--- src/rtl/matmul_pkg.sv ---
// Shared types and helpers for the NxN matrix multiplier.
// Provides the FSM state enum, index/accumulator width helpers, element
// packing helper and a signed saturation function on a wide carrier type.
package matmul_pkg;

    typedef enum logic [1:0] {
        IDLE = 2'd0,
        MAC  = 2'd1,
        DONE = 2'd2
    } state_e;

    // Carrier wide enough for any accumulator up to DATA_W of about 120 bits.
    localparam int unsigned WIDE_W = 256;
    typedef logic signed [WIDE_W-1:0] wide_t;

    // Ceiling log2, at least 0; used for index and select widths.
    function automatic int unsigned clog2(input int unsigned v);
        int unsigned r;
        int unsigned p;
        r = 0;
        p = 1;
        while (p < v) begin
            p = p << 1;
            r = r + 1;
        end
        return r;
    endfunction

    // Sum of N full-width products plus a shifted previous result never wraps.
    function automatic int unsigned acc_width(input int unsigned n, input int unsigned data_w);
        return 2 * data_w + clog2(n) + 1;
    endfunction

    // LSB position of element (r,c) in a packed row-major matrix vector.
    function automatic int unsigned elem_lsb(input int unsigned r, input int unsigned c,
                                             input int unsigned n, input int unsigned data_w);
        return (r * n + c) * data_w;
    endfunction

    // Clamp a signed wide value into the data_w-bit two's complement range.
    function automatic wide_t saturate(input wide_t v, input int unsigned data_w);
        wide_t lim_hi;
        wide_t lim_lo;
        wide_t res;
        lim_hi = (wide_t'(1) <<< (data_w - 1)) - wide_t'(1);
        lim_lo = -(wide_t'(1) <<< (data_w - 1));
        res    = v;
        if (v > lim_hi) begin
            res = lim_hi;
        end else if (v < lim_lo) begin
            res = lim_lo;
        end
        return res;
    endfunction

endpackage

--- src/rtl/mac_unit.sv ---
// Time-shared multiply-accumulate for one result element at a time.
// Ports: clk/rst (sync, active-high); clr clears the accumulator; en adds
// a*b each cycle; last marks the final product of an element, at which point
// result_c/sat_c carry the shifted, saturated element and the accumulator
// clears. acc_mode adds c_prev (scaled by FRAC_W) into the final sum.
module mac_unit
    import matmul_pkg::*;
#(
    parameter int unsigned N      = 2,
    parameter int unsigned DATA_W = 32,
    parameter int unsigned FRAC_W = 0
) (
    input  logic              clk,
    input  logic              rst,
    input  logic              clr,
    input  logic              en,
    input  logic              last,
    input  logic              acc_mode,
    input  logic [DATA_W-1:0] a,
    input  logic [DATA_W-1:0] b,
    input  logic [DATA_W-1:0] c_prev,
    output logic [DATA_W-1:0] result_c,
    output logic              sat_c
);

    localparam int unsigned PROD_W = 2 * DATA_W;
    localparam int unsigned ACC_W  = acc_width(N, DATA_W);

    logic signed [PROD_W-1:0] prod_c;
    logic signed [ACC_W-1:0]  acc_q;
    logic signed [ACC_W-1:0]  acc_d;
    logic signed [ACC_W-1:0]  step_c;
    logic signed [ACC_W-1:0]  cprev_term_c;
    logic signed [ACC_W-1:0]  sum_c;
    wide_t                    shifted_c;
    wide_t                    clamped_c;

    // Product, final sum, floor shift and clamp; accumulator next value.
    always_comb begin
        prod_c       = PROD_W'(signed'(a)) * PROD_W'(signed'(b));
        step_c       = acc_q + ACC_W'(prod_c);
        cprev_term_c = '0;
        if (acc_mode) begin
            // Previous result is in output scale; lift it to product scale.
            cprev_term_c = ACC_W'(signed'(c_prev)) <<< FRAC_W;
        end
        sum_c     = step_c + cprev_term_c;
        shifted_c = WIDE_W'(sum_c) >>> FRAC_W;
        clamped_c = saturate(shifted_c, DATA_W);
        sat_c     = (clamped_c != shifted_c);
        result_c  = clamped_c[DATA_W-1:0];

        acc_d = acc_q;
        if (clr) begin
            acc_d = '0;
        end else if (en) begin
            acc_d = last ? '0 : step_c;
        end
    end

    always_ff @(posedge clk) begin
        if (rst) begin
            acc_q <= '0;
        end else begin
            acc_q <= acc_d;
        end
    end

endmodule

--- src/rtl/nxn_matrix_multiplier.sv ---
// NxN signed fixed-point matrix multiplier using one shared MAC.
// Ports: input_Clk, input_Reset (sync, active-high); input_Start/input_Stable
// launch a job capturing input_A/input_B/input_Accumulate; output_AB_Ack pulses
// on capture; output_C/output_Stable/output_Overflow present the result until
// input_C_Ack; output_Busy is high outside IDLE.
module nxn_matrix_multiplier
    import matmul_pkg::*;
#(
    parameter int unsigned N      = 2,
    parameter int unsigned DATA_W = 32,
    parameter int unsigned FRAC_W = 0
) (
    input  logic                    input_Clk,
    input  logic                    input_Reset,
    input  logic                    input_Start,
    input  logic                    input_Stable,
    input  logic                    input_Accumulate,
    input  logic                    input_C_Ack,
    input  logic [N*N*DATA_W-1:0]   input_A,
    input  logic [N*N*DATA_W-1:0]   input_B,
    output logic                    output_AB_Ack,
    output logic                    output_Stable,
    output logic                    output_Busy,
    output logic                    output_Overflow,
    output logic [N*N*DATA_W-1:0]   output_C
);

    localparam int unsigned IDX_W = clog2(N);
    localparam int unsigned VEC_W = N * N * DATA_W;
    localparam int unsigned SEL_W = clog2(VEC_W);
    localparam logic [IDX_W-1:0] LAST = IDX_W'(N - 1);

    state_e             state_q, state_d;
    logic [IDX_W-1:0]   i_q, i_d, j_q, j_d, k_q, k_d;
    logic [VEC_W-1:0]   a_q, a_d, b_q, b_d, cbuf_q, cbuf_d, c_q, c_d;
    logic               accum_q, accum_d;
    logic               ab_ack_q, ab_ack_d;
    logic               stable_q, stable_d;
    logic               busy_q, busy_d;
    logic               ovf_q, ovf_d;

    logic               mac_clr_c, mac_en_c, last_k_c, sat_c;
    logic [SEL_W-1:0]   a_lsb_c, b_lsb_c, wr_lsb_c;
    logic [DATA_W-1:0]  a_el_c, b_el_c, cprev_el_c, res_c;

    // Operand and writeback element selection from the current indices.
    always_comb begin
        a_lsb_c    = SEL_W'(elem_lsb(32'(i_q), 32'(k_q), N, DATA_W));
        b_lsb_c    = SEL_W'(elem_lsb(32'(k_q), 32'(j_q), N, DATA_W));
        wr_lsb_c   = SEL_W'(elem_lsb(32'(i_q), 32'(j_q), N, DATA_W));
        a_el_c     = a_q[a_lsb_c +: DATA_W];
        b_el_c     = b_q[b_lsb_c +: DATA_W];
        cprev_el_c = c_q[wr_lsb_c +: DATA_W];
        last_k_c   = (k_q == LAST);
    end

    mac_unit #(
        .N      (N),
        .DATA_W (DATA_W),
        .FRAC_W (FRAC_W)
    ) u_mac (
        .clk      (input_Clk),
        .rst      (input_Reset),
        .clr      (mac_clr_c),
        .en       (mac_en_c),
        .last     (last_k_c),
        .acc_mode (accum_q),
        .a        (a_el_c),
        .b        (b_el_c),
        .c_prev   (cprev_el_c),
        .result_c (res_c),
        .sat_c    (sat_c)
    );

    // Next-state, index walk (k fastest, then j, then i) and buffer updates.
    always_comb begin
        state_d   = state_q;
        i_d       = i_q;
        j_d       = j_q;
        k_d       = k_q;
        a_d       = a_q;
        b_d       = b_q;
        cbuf_d    = cbuf_q;
        c_d       = c_q;
        accum_d   = accum_q;
        ovf_d     = ovf_q;
        ab_ack_d  = 1'b0;
        mac_clr_c = 1'b0;
        mac_en_c  = 1'b0;

        unique case (state_q)
            IDLE: begin
                if (input_Start && input_Stable) begin
                    a_d       = input_A;
                    b_d       = input_B;
                    accum_d   = input_Accumulate;
                    i_d       = '0;
                    j_d       = '0;
                    k_d       = '0;
                    ovf_d     = 1'b0;
                    ab_ack_d  = 1'b1;
                    mac_clr_c = 1'b1;
                    state_d   = MAC;
                end
            end
            MAC: begin
                mac_en_c = 1'b1;
                if (last_k_c) begin
                    cbuf_d[wr_lsb_c +: DATA_W] = res_c;
                    if (sat_c) begin
                        ovf_d = 1'b1;
                    end
                end
                if (last_k_c) begin
                    k_d = '0;
                    if (j_q == LAST) begin
                        j_d = '0;
                        if (i_q == LAST) begin
                            i_d     = '0;
                            // Publish including the element written this cycle.
                            c_d     = cbuf_d;
                            state_d = DONE;
                        end else begin
                            i_d = i_q + IDX_W'(1);
                        end
                    end else begin
                        j_d = j_q + IDX_W'(1);
                    end
                end else begin
                    k_d = k_q + IDX_W'(1);
                end
            end
            DONE: begin
                if (input_C_Ack) begin
                    state_d = IDLE;
                end
            end
            default: begin
                state_d = IDLE;
            end
        endcase

        stable_d = (state_d == DONE);
        busy_d   = (state_d != IDLE);
    end

    always_ff @(posedge input_Clk) begin
        if (input_Reset) begin
            state_q  <= IDLE;
            i_q      <= '0;
            j_q      <= '0;
            k_q      <= '0;
            a_q      <= '0;
            b_q      <= '0;
            cbuf_q   <= '0;
            c_q      <= '0;
            accum_q  <= 1'b0;
            ab_ack_q <= 1'b0;
            stable_q <= 1'b0;
            busy_q   <= 1'b0;
            ovf_q    <= 1'b0;
        end else begin
            state_q  <= state_d;
            i_q      <= i_d;
            j_q      <= j_d;
            k_q      <= k_d;
            a_q      <= a_d;
            b_q      <= b_d;
            cbuf_q   <= cbuf_d;
            c_q      <= c_d;
            accum_q  <= accum_d;
            ab_ack_q <= ab_ack_d;
            stable_q <= stable_d;
            busy_q   <= busy_d;
            ovf_q    <= ovf_d;
        end
    end

    assign output_AB_Ack   = ab_ack_q;
    assign output_Stable   = stable_q;
    assign output_Busy     = busy_q;
    assign output_Overflow = ovf_q;
    assign output_C        = c_q;

endmodule

--- config.mk ---
export PLATFORM = sky130hd
export DESIGN_NAME = nxn_matrix_multiplier
export DESIGN_NICKNAME = d
export VERILOG_FILES = /design/src/rtl/matmul_pkg.sv /design/src/rtl/mac_unit.sv /design/src/rtl/nxn_matrix_multiplier.sv
export SDC_FILE = /design/constraint.sdc
export NUM_CORES = 2
export LEC_CHECK = 0
export CAP_MARGIN = 15
export CORE_ASPECT_RATIO = 1.5
export CORE_MARGIN = 2
export CORE_UTILIZATION = 25
export CTS_BUF_LIST = sky130_fd_sc_hd__clkbuf_4 sky130_fd_sc_hd__clkbuf_8
export DETAILED_ROUTE_END_ITERATION = 12
export DONT_BUFFER_PORTS = 1
export PLACE_DENSITY_LB_ADDON = 0.05
export SYNTH_ARGS = -nofsm -noshare
export SYNTH_HDL_FRONTEND = slang
export SYNTH_SLANG_ARGS = --single-unit
export TNS_END_PERCENT = 20
--- constraint.sdc ---
create_clock -name input_Clk -period 15.5 [get_ports input_Clk]
set_clock_uncertainty 0.15 [all_clocks]
set_input_delay 0.775 -clock input_Clk [delete_from_list [all_inputs] [get_ports input_Clk]]
set_output_delay 0.775 -clock input_Clk [all_outputs]
set_load 0.02 [all_outputs]
Yosys cells after proc, flatten, opt, wreduce, memory -nomap -nowiden. Index checks and enable logic that the tools add are counted. Widths: inputs -> output; s select.

Add/sub/neg operators: 9. $mul: 1. Order comparisons: 2. Equal/unequal tests: 8. Shift-type cells: 5. Multiplexer cells: 28. Reductions and logical operators: 11.

Operator list (count): $mux 256 (2); $shiftx 128x8->32 (3); $ne 256x66->1 (1); $mux 66 (2); $bwmux 128 (1); $mux 128 (1); $shift 32x9->128 const A (1); $shiftx 32x9->128 (1); $add 66x64->66 (1); $add 66x66->66 (1); $gt 66x32->1 const B (1); $lt 66x32->1 const B (1); $mul 32x32->64 (1); $mux 1 (12); $reduce_and 4->1 (3); $mux 2 (5); $neg 7->9 (1); $ne 2x2->1 const B (4); $pmux 1 s2 (4); $add 2x1->2 (3); $pmux 2 s3 (1); $eq 2x2->1 const B (2); $reduce_and 2->1 (2); $reduce_bool 2->1 (2); other kinds (6) (8).

Bits in registers: 588. Output and inout bits: 132. Logic and storage cells: 78.

Logic depth before layout (Yosys ltp).
Depth in word-level cells: 12. Mapped depth: 56. Depth with buffers taken out: 48.

Hierarchy. A second synthesis with hierarchy kept.

Cells, all modules: 7289. Area total of the unflattened synthesis: 69128.8 um^2.

By module, submodules not included: mac_unit (instances 1, cells an instance 5347, area each 48106.1 um^2); nxn_matrix_multiplier (instances 1, cells an instance 1942, area each 21022.7 um^2).

Worst setup path before layout. No wires, ideal clock.

Kind: input port to flip-flop. Start point: input j_q. End point: register cbuf_q[117]. Library setup time: 0.122 ns. Arrival time: 14.183 ns. Setup slack: 1.045 ns. Stages on the path: 51. Buffers on the path: 8. Cells stage by stage: dfxtp_1 -> buf_1 -> buf_1 -> buf_1 -> mux4_2 -> clkbuf_1 -> nand2_1 -> inv_1 -> fa_1 -> inv_1 -> fa_1 -> inv_1 -> fa_1 -> inv_1 -> fa_1 -> inv_1 -> fa_1 -> fa_1 -> [15 not listed] -> ha_1 -> clkbuf_1 -> and2_1 -> and4_1 -> and2_1 -> a32oi_1 -> nand3_1 -> a221o_1 -> a21oi_1 -> xnor2_1 -> xnor3_1 -> buf_2 -> nand4_1 -> ha_1 -> clkbuf_1 -> clkbuf_1 -> nor2_1 -> a221o_1.

Word-level cells in the longest chain between the ends: 11.

RTL lines: start: declaration (RTL line nxn_matrix_multiplier.sv:34) `logic [IDX_W-1:0] i_q, i_d, j_q, j_d, k_q, k_d;`; $add 2x1->2 (RTL line matmul_pkg.sv:37) `return (r * n + c) * data_w;`; $shiftx 128x8->32 (RTL line nxn_matrix_multiplier.sv:52) `b_el_c = b_q[b_lsb_c +: DATA_W];`; $mul 32x32->64 (RTL line mac_unit.sv:40) `prod_c = PROD_W'(signed'(a)) * PROD_W'(signed'(b));`; $add 66x64->66 (RTL line mac_unit.sv:41) `step_c = acc_q + ACC_W'(prod_c);`; $add 66x66->66 (RTL line mac_unit.sv:47) `sum_c = step_c + cprev_term_c;`; $lt 66x32->1 (RTL line matmul_pkg.sv:50) `end else if (v < lim_lo) begin`; $mux 256 (RTL line matmul_pkg.sv:50); $mux 256 (RTL line matmul_pkg.sv:48) `if (v > lim_hi) begin`; $shiftx 32x9->128 (RTL line nxn_matrix_multiplier.sv:109) `cbuf_d[wr_lsb_c +: DATA_W] = res_c;`; $bwmux 128 * (RTL line nxn_matrix_multiplier.sv:109); $mux 128 * (RTL line nxn_matrix_multiplier.sv:108) `if (last_k_c) begin`; end signal: assignment (RTL line nxn_matrix_multiplier.sv:169) `cbuf_q <= cbuf_d;`; end: declaration (RTL line nxn_matrix_multiplier.sv:35) `logic [VEC_W-1:0] a_q, a_d, b_q, b_d, cbuf_q, cbuf_d, c_q, c_d;`.

Every way passes the cells marked *; elsewhere a longest branch is shown, timed or not. A chain may end at the register's enable or synchronous reset.

Final worst setup path.
Start point: input i_q. End point: register cbuf_q[76].

Word-level cells in the longest chain between the ends: 11.

RTL lines: start: declaration (RTL line nxn_matrix_multiplier.sv:34); $add 2x1->2 (RTL line matmul_pkg.sv:37); $shiftx 128x8->32 (RTL line nxn_matrix_multiplier.sv:51) `a_el_c = a_q[a_lsb_c +: DATA_W];`; $mul 32x32->64 (RTL line mac_unit.sv:40); $add 66x64->66 (RTL line mac_unit.sv:41); $add 66x66->66 (RTL line mac_unit.sv:47); $lt 66x32->1 (RTL line matmul_pkg.sv:50); $mux 256 (RTL line matmul_pkg.sv:50); $mux 256 (RTL line matmul_pkg.sv:48); $shiftx 32x9->128 (RTL line nxn_matrix_multiplier.sv:109); $bwmux 128 * (RTL line nxn_matrix_multiplier.sv:109); $mux 128 * (RTL line nxn_matrix_multiplier.sv:108).

Marked as above.

==> impl_metrics.py <==
metrics = {
    "hold_path": {
        "min-delay-start": "input_A[127]",
        "min_path_type": "in2reg",
        "hold_depth": 2,
        "worst_hold_path.endpoint": "a_q[127]",
    },
    "synthesis": {
        "synthSimpleGateAreaFrac": 0.153,
        "netlist.area_leader.share": 0.357,
        "ys_top_cells_by_area": "fa_1 36%, dfxtp_1 17%, nand2_1 7.5%, inv_1 7.0%, ha_1 5.3%",
        "synth-xor-area-share": 0.0154,
        "synth-seq-area-share": 0.170,
        "synth_top_family_by_area": "adder cells",
        "async_flop_share": 0,
        "synth_adder_area_share": 0.410,
        "synth_ff_type": "dfxtp_1",
        "synth_compound_area_frac": 0.123,
        "netlist_instances": 7977,
        "synth_fp_nets": 9769,
        "syn_avg_cell_area_um2": 8.68,
        "ys_warn_count": 0,
        "synth_cell_types": 81,
        "muxShareOfSynthArea": 0.0315,
        "synth.largest_area_cell": "fa_1",
        "ys_seq_elements": 588,
        "syn-cell-area_mm2": 0.0693,
        "synth_edf_count": 0,
    },
    "place": {
        "dp_hpwl_um": 265000,
        "io_buffers": 0,
        "place_congestion": 0.871,
        "place_ws_ns": 0.228,
    },
    "power_and_ir_drop": {
        "peakVddDrop_v": 0.000212,
        "p_total_mw": 12.4,
        "powerDensity_mw_per_mm2": 154,
        "leakage_nw": 35.7,
    },
    "clocking": {
        "cts_tree": "built",
        "clockBufferDepth": 3,
        "post_cts_buffers": 0,
        "clk_pin_slew_ns": 0.06,
        "cts-buffers-inserted": 110,
        "cts_root_buf": "clkbuf_8",
        "clock-sinks": 588,
        "htreeDepth": 3,
        "worstSkewPairLatency_ns": 0.91,
    },
    "worst_setup_path": {
        "rr_endpoint": "cbuf_q[76]",
        "critPathMaxFanout": 26,
        "reg2reg_depth": 45,
        "reg2reg_slack_ns": 0.65,
        "max_stage_delay_ns": 0.71,
        "crit_slowest_cell": "a21boi_1",
        "reg2reg_from": "i_q",
        "worstSetupPathType": "reg2reg",
        "cp_top_family": "adder cells",
        "cp_num_buf_inv": 8,
        "cpMostUsedCell": "fa_1",
        "critical_path_arrival_ns": 15.54,
        "start_kind": "register",
        "cp_data_required_time_ns": 16.20,
        "end_kind": "register",
    },
    "global_route": {
        "grt_pass1_wl_um": 477000,
        "grt_max_degree": 169,
        "grt_pass1_vias": 64900,
        "antenna_found_initial": 19,
        "grt_usage": 0.237,
        "overflow": 0,
    },
    "cells_and_area": {
        "final_core_util": 0.293,
        "drive_above_1_share": 0.0811,
        "finalNetCount": 9984,
        "layout_commonest_cell": "nand2_1",
        "syn2layout_area_growth_pct": 16.4,
        "layout_common_cells": "1388 x nand2_1, 1287 x inv_1, 1233 x fa_1",
    },
    "die": {
        "fp-row-count": 236,
        "die_h_um": 649,
        "die_w_um": 434,
        "io_pins": 394,
        "core_area_mm2": 0.275,
        "fp.dieArea_mm2": 0.281,
        "start_util": 0.251,
    },
    "sta": {
        "drv_slew": 0,
        "setup_viol": 0,
        "period_needed_ns": 14.85,
        "setup_tns_ns": 0,
        "slew_headroom": 0.220,
        "timing.final.crit_share": 0.958,
        "whs_ns": 0.111,
        "fmax_mhz": 67.4,
        "worstMarginPinSlew_ns": 1.17,
        "worst_slack_ns": 0.655,
        "rsz0062_at_grt": "false",
        "final_hold_viol_count": 0,
    },
    "routing": {
        "dr.pass1.iters": 6,
        "route.detailed.drc": 0,
        "routed_via_density": 4.84,
        "ant_nets": 0,
        "routed_wl_um": 332000,
        "drt_iter0_drc": 3274,
        "vias": 58000,
        "post_drt_wl_per_cell_um": 27.7,
    },
    "run": {
        "maxCapViolations": 0,
    },
    "outcome": {
        "status": "completed",
    },
}
-- cell usage after synthesis, drive strengths merged (13+ instances only) --
library cell and number:
a31oi 25, mux4 48, nand2 1392, clkbuf 443, o211ai 18, a21oi 547, o21bai 21, a221o 128
o21ai 157, a211o 127, or3 13, ha 296, nand4 46, and3 16, and2 117, nand2b 22
mux2 50, buf 55, a22oi 58, dfxtp 588, fa 1234, a211oi 23, o21a 58, xnor2 82
xor2 37, mux2i 54, nor4 21, nor3 43, nor2 593, inv 1289, nand3 166, a21o 55
nor2b 18
-- through the flow --
stage / area [um^2] / cells
after CTS: 80600 / 12000
after global routing: 80600 / 12000
after global placement: 74500 / 11400
after floorplan: 69300 / 7977
after detailed placement: 74600 / 11400
final: 80600 / 12000
-- sequential cells by signal, summed over array words and instances, names as in the netlist, 2 cells and up --
name	count
a_q	128
cbuf_q	128
output_C	128
b_q	128
u_mac.acc_q	66
state_q	2
-- routing by layer --
layer,vias up,part of all wire,track usage
li1,25700,-,-
met5,-,0.00012,0
met4,6,0.058,0.117
met3,499,0.037,0.0310
met1,30400,0.34,0.241
met2,1344,0.56,0.465
-- cell families (layout without fill, tap and decap cells) --
group,count (synthesis),count (layout)
simple gates,2503,2503
flops,588,588
buf+inv,1788,2096
fa+ha+maj,1530,1530
compound gates,1296,1296
xor+xnor,120,120
other cells,0,5
mux,152,152
-- report_power, final --
part           switching (mW)  internal [mW]  leakage (nW)
logic                    5.94           3.00          29.5
registers              0.0486           1.59          4.77
clock network           0.828           1.02          1.39
-- timing repair --
action	in CTS	in global routing
resized for setup	0	7
hold buffers	331	0
hold endpoints to repair	370	0
endpoints found under the setup margin	0	230
-- layout make-up --
type / count / area, um^2
fill: 29500 / 195000
multi-input combinational: 5601 / 51100
sequential: 588 / 11800
timing repair buffer: 601 / 5600
inverter: 1290 / 4840
tap: 3689 / 4620
clock buffer: 164 / 2150
clock inverter: 41 / 492
antenna: 5 / 12.5
-- worst max path at each step --
stage | from | end | slack (ns) | depth (start not counted)
after floorplan | j_q | cbuf_q[117] | 1.05 | 50
after global placement | j_q | cbuf_q[43] | 0.26 | 49
after detailed placement | j_q | cbuf_q[75] | 0.23 | 49
after CTS | j_q | cbuf_q[43] | 0.14 | 49
after global routing | j_q | cbuf_q[92] | 0.02 | 49
final | i_q | cbuf_q[76] | 0.65 | 45
No activity file was read; power rests on OpenSTA's default activity.
